### config.mk
export PLATFORM = sky130hd
export DESIGN_NAME = multicycle_cu_flat
export DESIGN_NICKNAME = d
export VERILOG_FILES = /design/src/rtl/multicycle_cu_pkg.sv /design/src/rtl/multicycle_cu_if.sv /design/src/rtl/multicycle_cu_alu_op_deco.sv /design/src/rtl/multicycle_cu.sv /design/src/flat_wrapper.sv
export SDC_FILE = /design/constraint.sdc
export NUM_CORES = 1
export LEC_CHECK = 0
export CORE_MARGIN = 3
export CORE_UTILIZATION = 40
export DETAILED_ROUTE_END_ITERATION = 6
export GPL_TIMING_DRIVEN = 0
export HOLD_SLACK_MARGIN = 0.1
export MAX_ROUTING_LAYER = met4
export PLACE_DENSITY = 0.79
export REMOVE_ABC_BUFFERS = 1
export SYNTH_ARGS = -nofsm -noshare
export SYNTH_HDL_FRONTEND = slang
export SYNTH_SLANG_ARGS = --single-unit
### constraint.sdc
create_clock -name clk -period 1.8 [get_ports clk]
set_clock_uncertainty 0.2 [all_clocks]
set_input_delay 0.36 -clock clk [delete_from_list [all_inputs] [get_ports clk]]
set_output_delay 0.36 -clock clk [all_outputs]
set_load 0.01 [all_outputs]
### src/rtl/multicycle_cu_pkg.sv
// Shared types and constants for the multi-cycle RV32I control unit.
package cu_pkg;

  typedef enum logic [3:0] {
    S_FETCH     = 4'd0,
    S_DECODE    = 4'd1,
    S_MEMADR    = 4'd2,
    S_MEMREAD   = 4'd3,
    S_MEMWB     = 4'd4,
    S_MEMWRITE  = 4'd5,
    S_EXECR     = 4'd6,
    S_EXECI     = 4'd7,
    S_ALUWB     = 4'd8,
    S_BRANCH    = 4'd9,
    S_JAL       = 4'd10,
    S_JALR      = 4'd11,
    S_JALR_LINK = 4'd12,
    S_LUI       = 4'd13,
    S_TRAP      = 4'd14
  } state_t;

  typedef enum logic [3:0] {
    ALU_ADD  = 4'd0,
    ALU_SUB  = 4'd1,
    ALU_AND  = 4'd2,
    ALU_OR   = 4'd3,
    ALU_XOR  = 4'd4,
    ALU_SLT  = 4'd5,
    ALU_SLTU = 4'd6,
    ALU_SLL  = 4'd7,
    ALU_SRL  = 4'd8,
    ALU_SRA  = 4'd9
  } alu_op_t;

  typedef enum logic [2:0] {
    IMM_I = 3'b000,
    IMM_S = 3'b001,
    IMM_B = 3'b010,
    IMM_J = 3'b011,
    IMM_U = 3'b100
  } imm_src_t;

  typedef enum logic [1:0] {
    RES_ALUOUT = 2'b00,
    RES_RDATA  = 2'b01,
    RES_ALURES = 2'b10
  } result_src_t;

  typedef enum logic [1:0] {
    SA_PC    = 2'b00,
    SA_OLDPC = 2'b01,
    SA_RS1   = 2'b10,
    SA_ZERO  = 2'b11
  } src_a_t;

  typedef enum logic [1:0] {
    SB_RS2  = 2'b00,
    SB_IMM  = 2'b01,
    SB_FOUR = 2'b10
  } src_b_t;

  localparam logic [6:0] OP_LOAD   = 7'b0000011;
  localparam logic [6:0] OP_STORE  = 7'b0100011;
  localparam logic [6:0] OP_RTYPE  = 7'b0110011;
  localparam logic [6:0] OP_ITYPE  = 7'b0010011;
  localparam logic [6:0] OP_BRANCH = 7'b1100011;
  localparam logic [6:0] OP_JAL    = 7'b1101111;
  localparam logic [6:0] OP_JALR   = 7'b1100111;
  localparam logic [6:0] OP_LUI    = 7'b0110111;

  localparam logic [2:0] F3_BEQ  = 3'b000;
  localparam logic [2:0] F3_BNE  = 3'b001;
  localparam logic [2:0] F3_BLT  = 3'b100;
  localparam logic [2:0] F3_BGE  = 3'b101;
  localparam logic [2:0] F3_BLTU = 3'b110;
  localparam logic [2:0] F3_BGEU = 3'b111;

endpackage

### src/rtl/multicycle_cu_if.sv
// Control unit <-> instruction register / datapath signal bundle.
interface multicycle_cu_if #(
  parameter int ALUC_W = 4
);
  logic [6:0]        op;
  logic [2:0]        funct3;
  logic              funct7_5;
  logic              zero;
  logic              lt;
  logic              ltu;
  logic              mem_ready;
  logic              pc_write;
  logic              adr_src;
  logic              mem_read;
  logic              mem_write;
  logic              ir_write;
  logic              reg_write;
  logic [1:0]        result_src;
  logic [1:0]        alu_src_a;
  logic [1:0]        alu_src_b;
  logic [ALUC_W-1:0] alu_control;
  logic [2:0]        imm_src;
  logic              trap;
  logic [3:0]        state_o;

  modport master (
    input  op, funct3, funct7_5, zero, lt, ltu, mem_ready,
    output pc_write, adr_src, mem_read, mem_write, ir_write, reg_write,
           result_src, alu_src_a, alu_src_b, alu_control, imm_src, trap, state_o
  );

  modport slave (
    output op, funct3, funct7_5, zero, lt, ltu, mem_ready,
    input  pc_write, adr_src, mem_read, mem_write, ir_write, reg_write,
           result_src, alu_src_a, alu_src_b, alu_control, imm_src, trap, state_o
  );
endinterface

### src/rtl/multicycle_cu_alu_op_deco.sv
// ALU operation decode for R-type and I-type arithmetic instructions.
module alu_op_deco
  import cu_pkg::*;
(
  input  logic [2:0] funct3,
  input  logic       funct7_5,
  input  logic       op5,
  input  logic       is_rtype,
  output alu_op_t    alu_op
);

  always_comb begin
    alu_op = ALU_ADD;
    case (funct3)
      // addi has no sub form; instr[30] is immediate data there
      3'b000:  alu_op = (funct7_5 && (is_rtype || op5)) ? ALU_SUB : ALU_ADD;
      3'b001:  alu_op = ALU_SLL;
      3'b010:  alu_op = ALU_SLT;
      3'b011:  alu_op = ALU_SLTU;
      3'b100:  alu_op = ALU_XOR;
      3'b101:  alu_op = funct7_5 ? ALU_SRA : ALU_SRL;
      3'b110:  alu_op = ALU_OR;
      default: alu_op = ALU_AND;
    endcase
  end

endmodule

### src/rtl/multicycle_cu.sv
// Multi-cycle RV32I control unit: Moore FSM driving datapath muxes and enables.
//   state     | meaning
//   FETCH     | read instr at PC, PC <= PC+4 on mem_ready
//   DECODE    | ALUOut <= oldPC+imm (branch/jal target), dispatch on op
//   MEMADR    | ALUOut <= rs1+imm
//   MEMREAD   | load data read, wait for mem_ready
//   MEMWB     | rd <= ReadData
//   MEMWRITE  | store, wait for mem_ready
//   EXECR/I   | ALU op on rs1 with rs2/imm
//   ALUWB     | rd <= ALUOut
//   BRANCH    | compare rs1/rs2, PC <= ALUOut if taken
//   JAL       | PC <= ALUOut, ALU computes link
//   JALR      | PC <= rs1+imm
//   JALR_LINK | ALU computes link oldPC+4
//   LUI       | 0+immU
//   TRAP      | illegal instruction, sticky until reset
module multicycle_cu
  import cu_pkg::*;
#(
  parameter int ALUC_W        = 4,
  parameter bit MEM_HANDSHAKE = 1'b1,
  parameter bit BRANCH_EXT    = 1'b1
) (
  input logic             clk,
  input logic             rst_n,
  multicycle_cu_if.master bus
);

  state_t      state_q, state_d;
  alu_op_t     deco_op, alu_op;
  imm_src_t    imm_src;
  result_src_t res_src;
  src_a_t      src_a;
  src_b_t      src_b;
  logic        rdy, br_legal, br_cond;
  logic        pc_w, ir_w, reg_w, mem_rd, mem_wr, adr_s, trap_s;

  assign rdy = MEM_HANDSHAKE ? bus.mem_ready : 1'b1;

  alu_op_deco u_alu_op_deco (
    .funct3   (bus.funct3),
    .funct7_5 (bus.funct7_5),
    .op5      (bus.op[5]),
    .is_rtype (state_q == S_EXECR),
    .alu_op   (deco_op)
  );

  always_comb begin
    br_cond  = 1'b0;
    br_legal = BRANCH_EXT;
    case (bus.funct3)
      F3_BEQ:  begin br_legal = 1'b1; br_cond = bus.zero; end
      F3_BNE:  br_cond = ~bus.zero;
      F3_BLT:  br_cond = bus.lt;
      F3_BGE:  br_cond = ~bus.lt;
      F3_BLTU: br_cond = bus.ltu;
      F3_BGEU: br_cond = ~bus.ltu;
      default: br_legal = 1'b0;
    endcase
  end

  always_comb begin
    state_d = state_q;
    pc_w    = 1'b0;
    ir_w    = 1'b0;
    reg_w   = 1'b0;
    mem_rd  = 1'b0;
    mem_wr  = 1'b0;
    adr_s   = 1'b0;
    trap_s  = 1'b0;
    res_src = RES_ALUOUT;
    src_a   = SA_PC;
    src_b   = SB_RS2;
    alu_op  = ALU_ADD;
    imm_src = IMM_I;
    case (state_q)
      S_FETCH: begin
        mem_rd  = 1'b1;
        src_b   = SB_FOUR;
        res_src = RES_ALURES;
        if (rdy) begin
          ir_w    = 1'b1;
          pc_w    = 1'b1;
          state_d = S_DECODE;
        end
      end
      S_DECODE: begin
        src_a   = SA_OLDPC;
        src_b   = SB_IMM;
        imm_src = (bus.op == OP_JAL) ? IMM_J : IMM_B;
        case (bus.op)
          OP_LOAD, OP_STORE: state_d = S_MEMADR;
          OP_RTYPE:          state_d = S_EXECR;
          OP_ITYPE:          state_d = S_EXECI;
          OP_BRANCH:         state_d = S_BRANCH;
          OP_JAL:            state_d = S_JAL;
          OP_JALR:           state_d = S_JALR;
          OP_LUI:            state_d = S_LUI;
          default:           state_d = S_TRAP;
        endcase
      end
      S_MEMADR: begin
        src_a   = SA_RS1;
        src_b   = SB_IMM;
        imm_src = (bus.op == OP_STORE) ? IMM_S : IMM_I;
        state_d = (bus.op == OP_STORE) ? S_MEMWRITE : S_MEMREAD;
      end
      S_MEMREAD: begin
        adr_s  = 1'b1;
        mem_rd = 1'b1;
        if (rdy) state_d = S_MEMWB;
      end
      S_MEMWB: begin
        res_src = RES_RDATA;
        reg_w   = 1'b1;
        state_d = S_FETCH;
      end
      S_MEMWRITE: begin
        adr_s  = 1'b1;
        mem_wr = 1'b1;
        if (rdy) state_d = S_FETCH;
      end
      S_EXECR: begin
        src_a   = SA_RS1;
        alu_op  = deco_op;
        state_d = S_ALUWB;
      end
      S_EXECI: begin
        src_a   = SA_RS1;
        src_b   = SB_IMM;
        alu_op  = deco_op;
        state_d = S_ALUWB;
      end
      S_ALUWB: begin
        reg_w   = 1'b1;
        state_d = S_FETCH;
      end
      S_BRANCH: begin
        src_a  = SA_RS1;
        alu_op = ALU_SUB;
        if (br_legal) begin
          pc_w    = br_cond;
          state_d = S_FETCH;
        end else begin
          state_d = S_TRAP;
        end
      end
      S_JAL: begin
        src_a   = SA_OLDPC;
        src_b   = SB_FOUR;
        pc_w    = 1'b1;
        state_d = S_ALUWB;
      end
      S_JALR: begin
        src_a   = SA_RS1;
        src_b   = SB_IMM;
        pc_w    = 1'b1;
        res_src = RES_ALURES;
        state_d = S_JALR_LINK;
      end
      S_JALR_LINK: begin
        src_a   = SA_OLDPC;
        src_b   = SB_FOUR;
        state_d = S_ALUWB;
      end
      S_LUI: begin
        src_a   = SA_ZERO;
        src_b   = SB_IMM;
        imm_src = IMM_U;
        state_d = S_ALUWB;
      end
      S_TRAP:  trap_s = 1'b1;
      default: state_d = S_FETCH;
    endcase
  end

  always_ff @(posedge clk or negedge rst_n) begin
    if (!rst_n) state_q <= S_FETCH;
    else        state_q <= state_d;
  end

  // enables are forced low while reset is held so nothing writes mid-reset
  assign bus.pc_write    = pc_w   & rst_n;
  assign bus.ir_write    = ir_w   & rst_n;
  assign bus.reg_write   = reg_w  & rst_n;
  assign bus.mem_read    = mem_rd & rst_n;
  assign bus.mem_write   = mem_wr & rst_n;
  assign bus.adr_src     = adr_s;
  assign bus.trap        = trap_s;
  assign bus.result_src  = res_src;
  assign bus.alu_src_a   = src_a;
  assign bus.alu_src_b   = src_b;
  assign bus.alu_control = ALUC_W'(alu_op);
  assign bus.imm_src     = imm_src;
  assign bus.state_o     = state_q;

endmodule

### src/flat_wrapper.sv
// flat-port wrapper written by rule: the top's interface ports become plain ports
module multicycle_cu_flat import cu_pkg::*;
#(
  parameter int ALUC_W        = 4,
  parameter bit MEM_HANDSHAKE = 1'b1,
  parameter bit BRANCH_EXT    = 1'b1
)
  (clk, rst_n, bus_op, bus_funct3, bus_funct7_5, bus_zero, bus_lt, bus_ltu, bus_mem_ready, bus_pc_write, bus_adr_src, bus_mem_read, bus_mem_write, bus_ir_write, bus_reg_write, bus_result_src, bus_alu_src_a, bus_alu_src_b, bus_alu_control, bus_imm_src, bus_trap, bus_state_o);
  multicycle_cu_if #(.ALUC_W(ALUC_W)) bus_i ();
  input logic clk;
  input logic rst_n;
  input wire logic [$bits(bus_i.op)-1:0] bus_op;
  input wire logic [$bits(bus_i.funct3)-1:0] bus_funct3;
  input wire logic [$bits(bus_i.funct7_5)-1:0] bus_funct7_5;
  input wire logic [$bits(bus_i.zero)-1:0] bus_zero;
  input wire logic [$bits(bus_i.lt)-1:0] bus_lt;
  input wire logic [$bits(bus_i.ltu)-1:0] bus_ltu;
  input wire logic [$bits(bus_i.mem_ready)-1:0] bus_mem_ready;
  output wire logic [$bits(bus_i.pc_write)-1:0] bus_pc_write;
  output wire logic [$bits(bus_i.adr_src)-1:0] bus_adr_src;
  output wire logic [$bits(bus_i.mem_read)-1:0] bus_mem_read;
  output wire logic [$bits(bus_i.mem_write)-1:0] bus_mem_write;
  output wire logic [$bits(bus_i.ir_write)-1:0] bus_ir_write;
  output wire logic [$bits(bus_i.reg_write)-1:0] bus_reg_write;
  output wire logic [$bits(bus_i.result_src)-1:0] bus_result_src;
  output wire logic [$bits(bus_i.alu_src_a)-1:0] bus_alu_src_a;
  output wire logic [$bits(bus_i.alu_src_b)-1:0] bus_alu_src_b;
  output wire logic [$bits(bus_i.alu_control)-1:0] bus_alu_control;
  output wire logic [$bits(bus_i.imm_src)-1:0] bus_imm_src;
  output wire logic [$bits(bus_i.trap)-1:0] bus_trap;
  output wire logic [$bits(bus_i.state_o)-1:0] bus_state_o;
  assign bus_i.op = bus_op;
  assign bus_i.funct3 = bus_funct3;
  assign bus_i.funct7_5 = bus_funct7_5;
  assign bus_i.zero = bus_zero;
  assign bus_i.lt = bus_lt;
  assign bus_i.ltu = bus_ltu;
  assign bus_i.mem_ready = bus_mem_ready;
  assign bus_pc_write = bus_i.pc_write;
  assign bus_adr_src = bus_i.adr_src;
  assign bus_mem_read = bus_i.mem_read;
  assign bus_mem_write = bus_i.mem_write;
  assign bus_ir_write = bus_i.ir_write;
  assign bus_reg_write = bus_i.reg_write;
  assign bus_result_src = bus_i.result_src;
  assign bus_alu_src_a = bus_i.alu_src_a;
  assign bus_alu_src_b = bus_i.alu_src_b;
  assign bus_alu_control = bus_i.alu_control;
  assign bus_imm_src = bus_i.imm_src;
  assign bus_trap = bus_i.trap;
  assign bus_state_o = bus_i.state_o;
  multicycle_cu #(.ALUC_W(ALUC_W), .MEM_HANDSHAKE(MEM_HANDSHAKE), .BRANCH_EXT(BRANCH_EXT)) u_core (.clk(clk), .rst_n(rst_n), .bus(bus_i));
endmodule
==> impl_metrics.tcl <==
set metrics [dict create \
    maxSlewViolCount 0 \
    async_reset_ff_share_pct 100 \
    finalCriticalPeriod_ns 2.26 \
    peakVddDrop_v 0.000948 \
    regArea_um2 113 \
    grt_first_pass_wirelength_mm 6.69 \
    numCtsBuffers 3 \
    route.antenna.remaining_nets 0 \
    r2r-end "u_core.bus.state_o[2]" \
    num_antenna_cells 0 \
    holdPathStages 3 \
    synth_edf_count 0 \
    clock_sink_count 4 \
    vias 1502 \
    synthCells 122 \
    met3_length_um 676 \
    ff2ff_path_depth 6 \
    tightest_slew_ns 0.339 \
    dieArea_um2 2690 \
    clock-root-buffer "clkbuf_4" \
    fillers 73 \
    synth_area_per_cell_um2 6.89 \
    arrival_ns 1.70 \
    synth_warnings 0 \
    wl_per_cell_um 24.7 \
    netlist-cell-type-count 46 \
    drive_gt1_share_pct 53.6 \
    synth.yosys.seq_area_share_pct 11.9 \
    rrSetupSlack_ns -0.16 \
    power_density_nw_per_um2 1450 \
    cts_tree "yes" \
    grt_usage_pct 35.5 \
    p_total_w 0.00248 \
    path_class "primary input to output pin" \
    finalCritPeriodShare_pct 126 \
    die_w_um 51.8 \
    drt-met1-wl_mm 1.87 \
    drtIter0Drc 148 \
    area_delta_synth_final_pct 103 \
    cts.reportedPaths.clkPinSlew_ns 0.04 \
    finalHoldViolCount 0 \
    dp_hpwl_mm 1.80 \
    drc_errors 0 \
    mostFrequentLayoutCells "buf_2, buf_4, buf_6, nand2b_1, a21oi_1" \
    crit_path_end_kind "output pin" \
    grt_max_degree 14 \
    maxSlewHeadroom_pct 77.4 \
    hp-start "bus_op[5]" \
    dp_slack_ns -0.984 \
    start_util_pct 45.3 \
    synth_seq_cells 4 \
    hold_end "u_core.bus.state_o[1]" \
    whs_ns 0.470 \
    leakagePower_nw 0.819 \
    failed_checks "setup timing" \
    finalWirelength_mm 5.41 \
    htreeDepth 1 \
    r2r-start "u_core.bus.state_o[1]" \
    fin_nets 213 \
    grt_pass1_vias 1335 \
    critPathRequiredTime_ns 1.24 \
    design.core.area_um2 1860 \
    drv_cap 0 \
    clock_latency_ns 0.24 \
    finalWorstSetupSlack_ns -0.464 \
    multi_input_area_um2 855 \
    ios 41 \
    met2_length_mm 2.41 \
    rows 15 \
    top_layer "met4" \
    antenna_found_initial 0 \
    worstPathMaxFanout 1 \
    syn-cell-area_um2 841 \
    setup_viol 22 \
    drt-pass1-iter-count 4 \
    place.gp.congestion 0.858 \
    rsz0062_at_grt "true" \
    worstSetupStartpointType "primary input" \
    via_per_inst 6.86 \
    largest_reg_flops 4 \
    min_path_type "primary input to register" \
    die_h_um 51.8 \
    status "finished, violations left" \
    grt-ovfl-total 0 \
    port_buffers 40 \
    cts_buffer_depth 2 \
    synth_flop_cell "dfrtp_1" \
    max_clock_freq_ghz 0.442 \
    crit_start "bus_zero" \
]
## critical path, stage by stage
cell	delay, ns
clkdlybuf4s50_1	0.41
xnor2_1	0.13
nor3_1	0.22
o311ai_1	0.15
a21oi_1	0.25
buf_2	0.18
## metrics by stage
step,instances,cell area (um^2),util [%],setup TNS [ns]
2_1_floorplan,111,783,-,-1.00
3_3_place_gp,176,1210,65.4,-14.45
3_5_place_dp,176,1210,65.4,-14.60
4_1_cts,213,1580,85.0,-4.02
5_1_grt,219,1710,91.9,-6.43
6_report,219,1710,91.9,-5.64
## kinds of logic after synthesis
| group | Yosys count | share of synthesized area (%) |
|---|---|---|
| AND/OR/NAND/NOR | 59 | 39.3 |
| buffers and inverters | 16 | 9.08 |
| flip-flops | 4 | 11.9 |
| XOR/XNOR | 6 | 7.14 |
| multiplexers | 4 | 4.91 |
| AO/OA/AOI/OAI | 33 | 27.7 |
## layout make-up
cell class / count / share of cell area (%)
repair buffers: 80 / 39.1
inverters: 5 / 1.10
flip-flops and latches: 4 / 6.59
multi-input cells: 102 / 50.0
well taps: 25 / 1.83
clock buffers: 3 / 1.32
## metal layers
layer,global-route usage [%],up-vias
li1,-,590
met1,40.1,682
met2,59.0,168
met3,6.59,62
met4,18.8,0
met5,-,-
## cell usage after synthesis, drive strengths merged (3+ instances only)
cell,number,area share (%)
nand2b,12,8.9
nor2,10,4.8
nand2,9,4.0
a21oi,8,4.8
buf,7,5.1
nor2b,6,4.5
nor3,6,3.6
inv,5,2.2
clkbuf,4,1.8
dfrtp,4,12
o21ai,4,2.4
o22ai,4,3.0
xnor2,4,4.2
and3,3,2.2
mux2i,3,3.6
nand3,3,1.8
## worst max path at each step
stage | endpoint | slack [ns] | cells after the start
2_1_floorplan | bus_imm_src[0] | -0.31 | 3
6_report | bus_pc_write | -0.46 | 6
5_1_grt | bus_pc_write | -0.49 | 7
4_1_cts | bus_alu_src_b[0] | -0.30 | 5
3_5_place_dp | bus_pc_write | -0.98 | 6
3_3_place_gp | bus_pc_write | -0.96 | 6
## where the power goes
group	switching [W]	total (W)	internal (W)
clock network	0.0000468	0.000122	0.0000753
logic	0.00109	0.00213	0.00104
registers	0.0000847	0.000228	0.000143
total	0.00122	0.00248	0.00126
## timing repair
item                       in CTS  in global routing
setup endpoints to repair      26                 25
resized for setup             152                 35
buffers inserted               33                  7
cloned                          0                  0
hold buffers                    1                  0
pin swaps                      17                 13
hold endpoints to repair        4                  0
(Power assumes the default switching activity.)
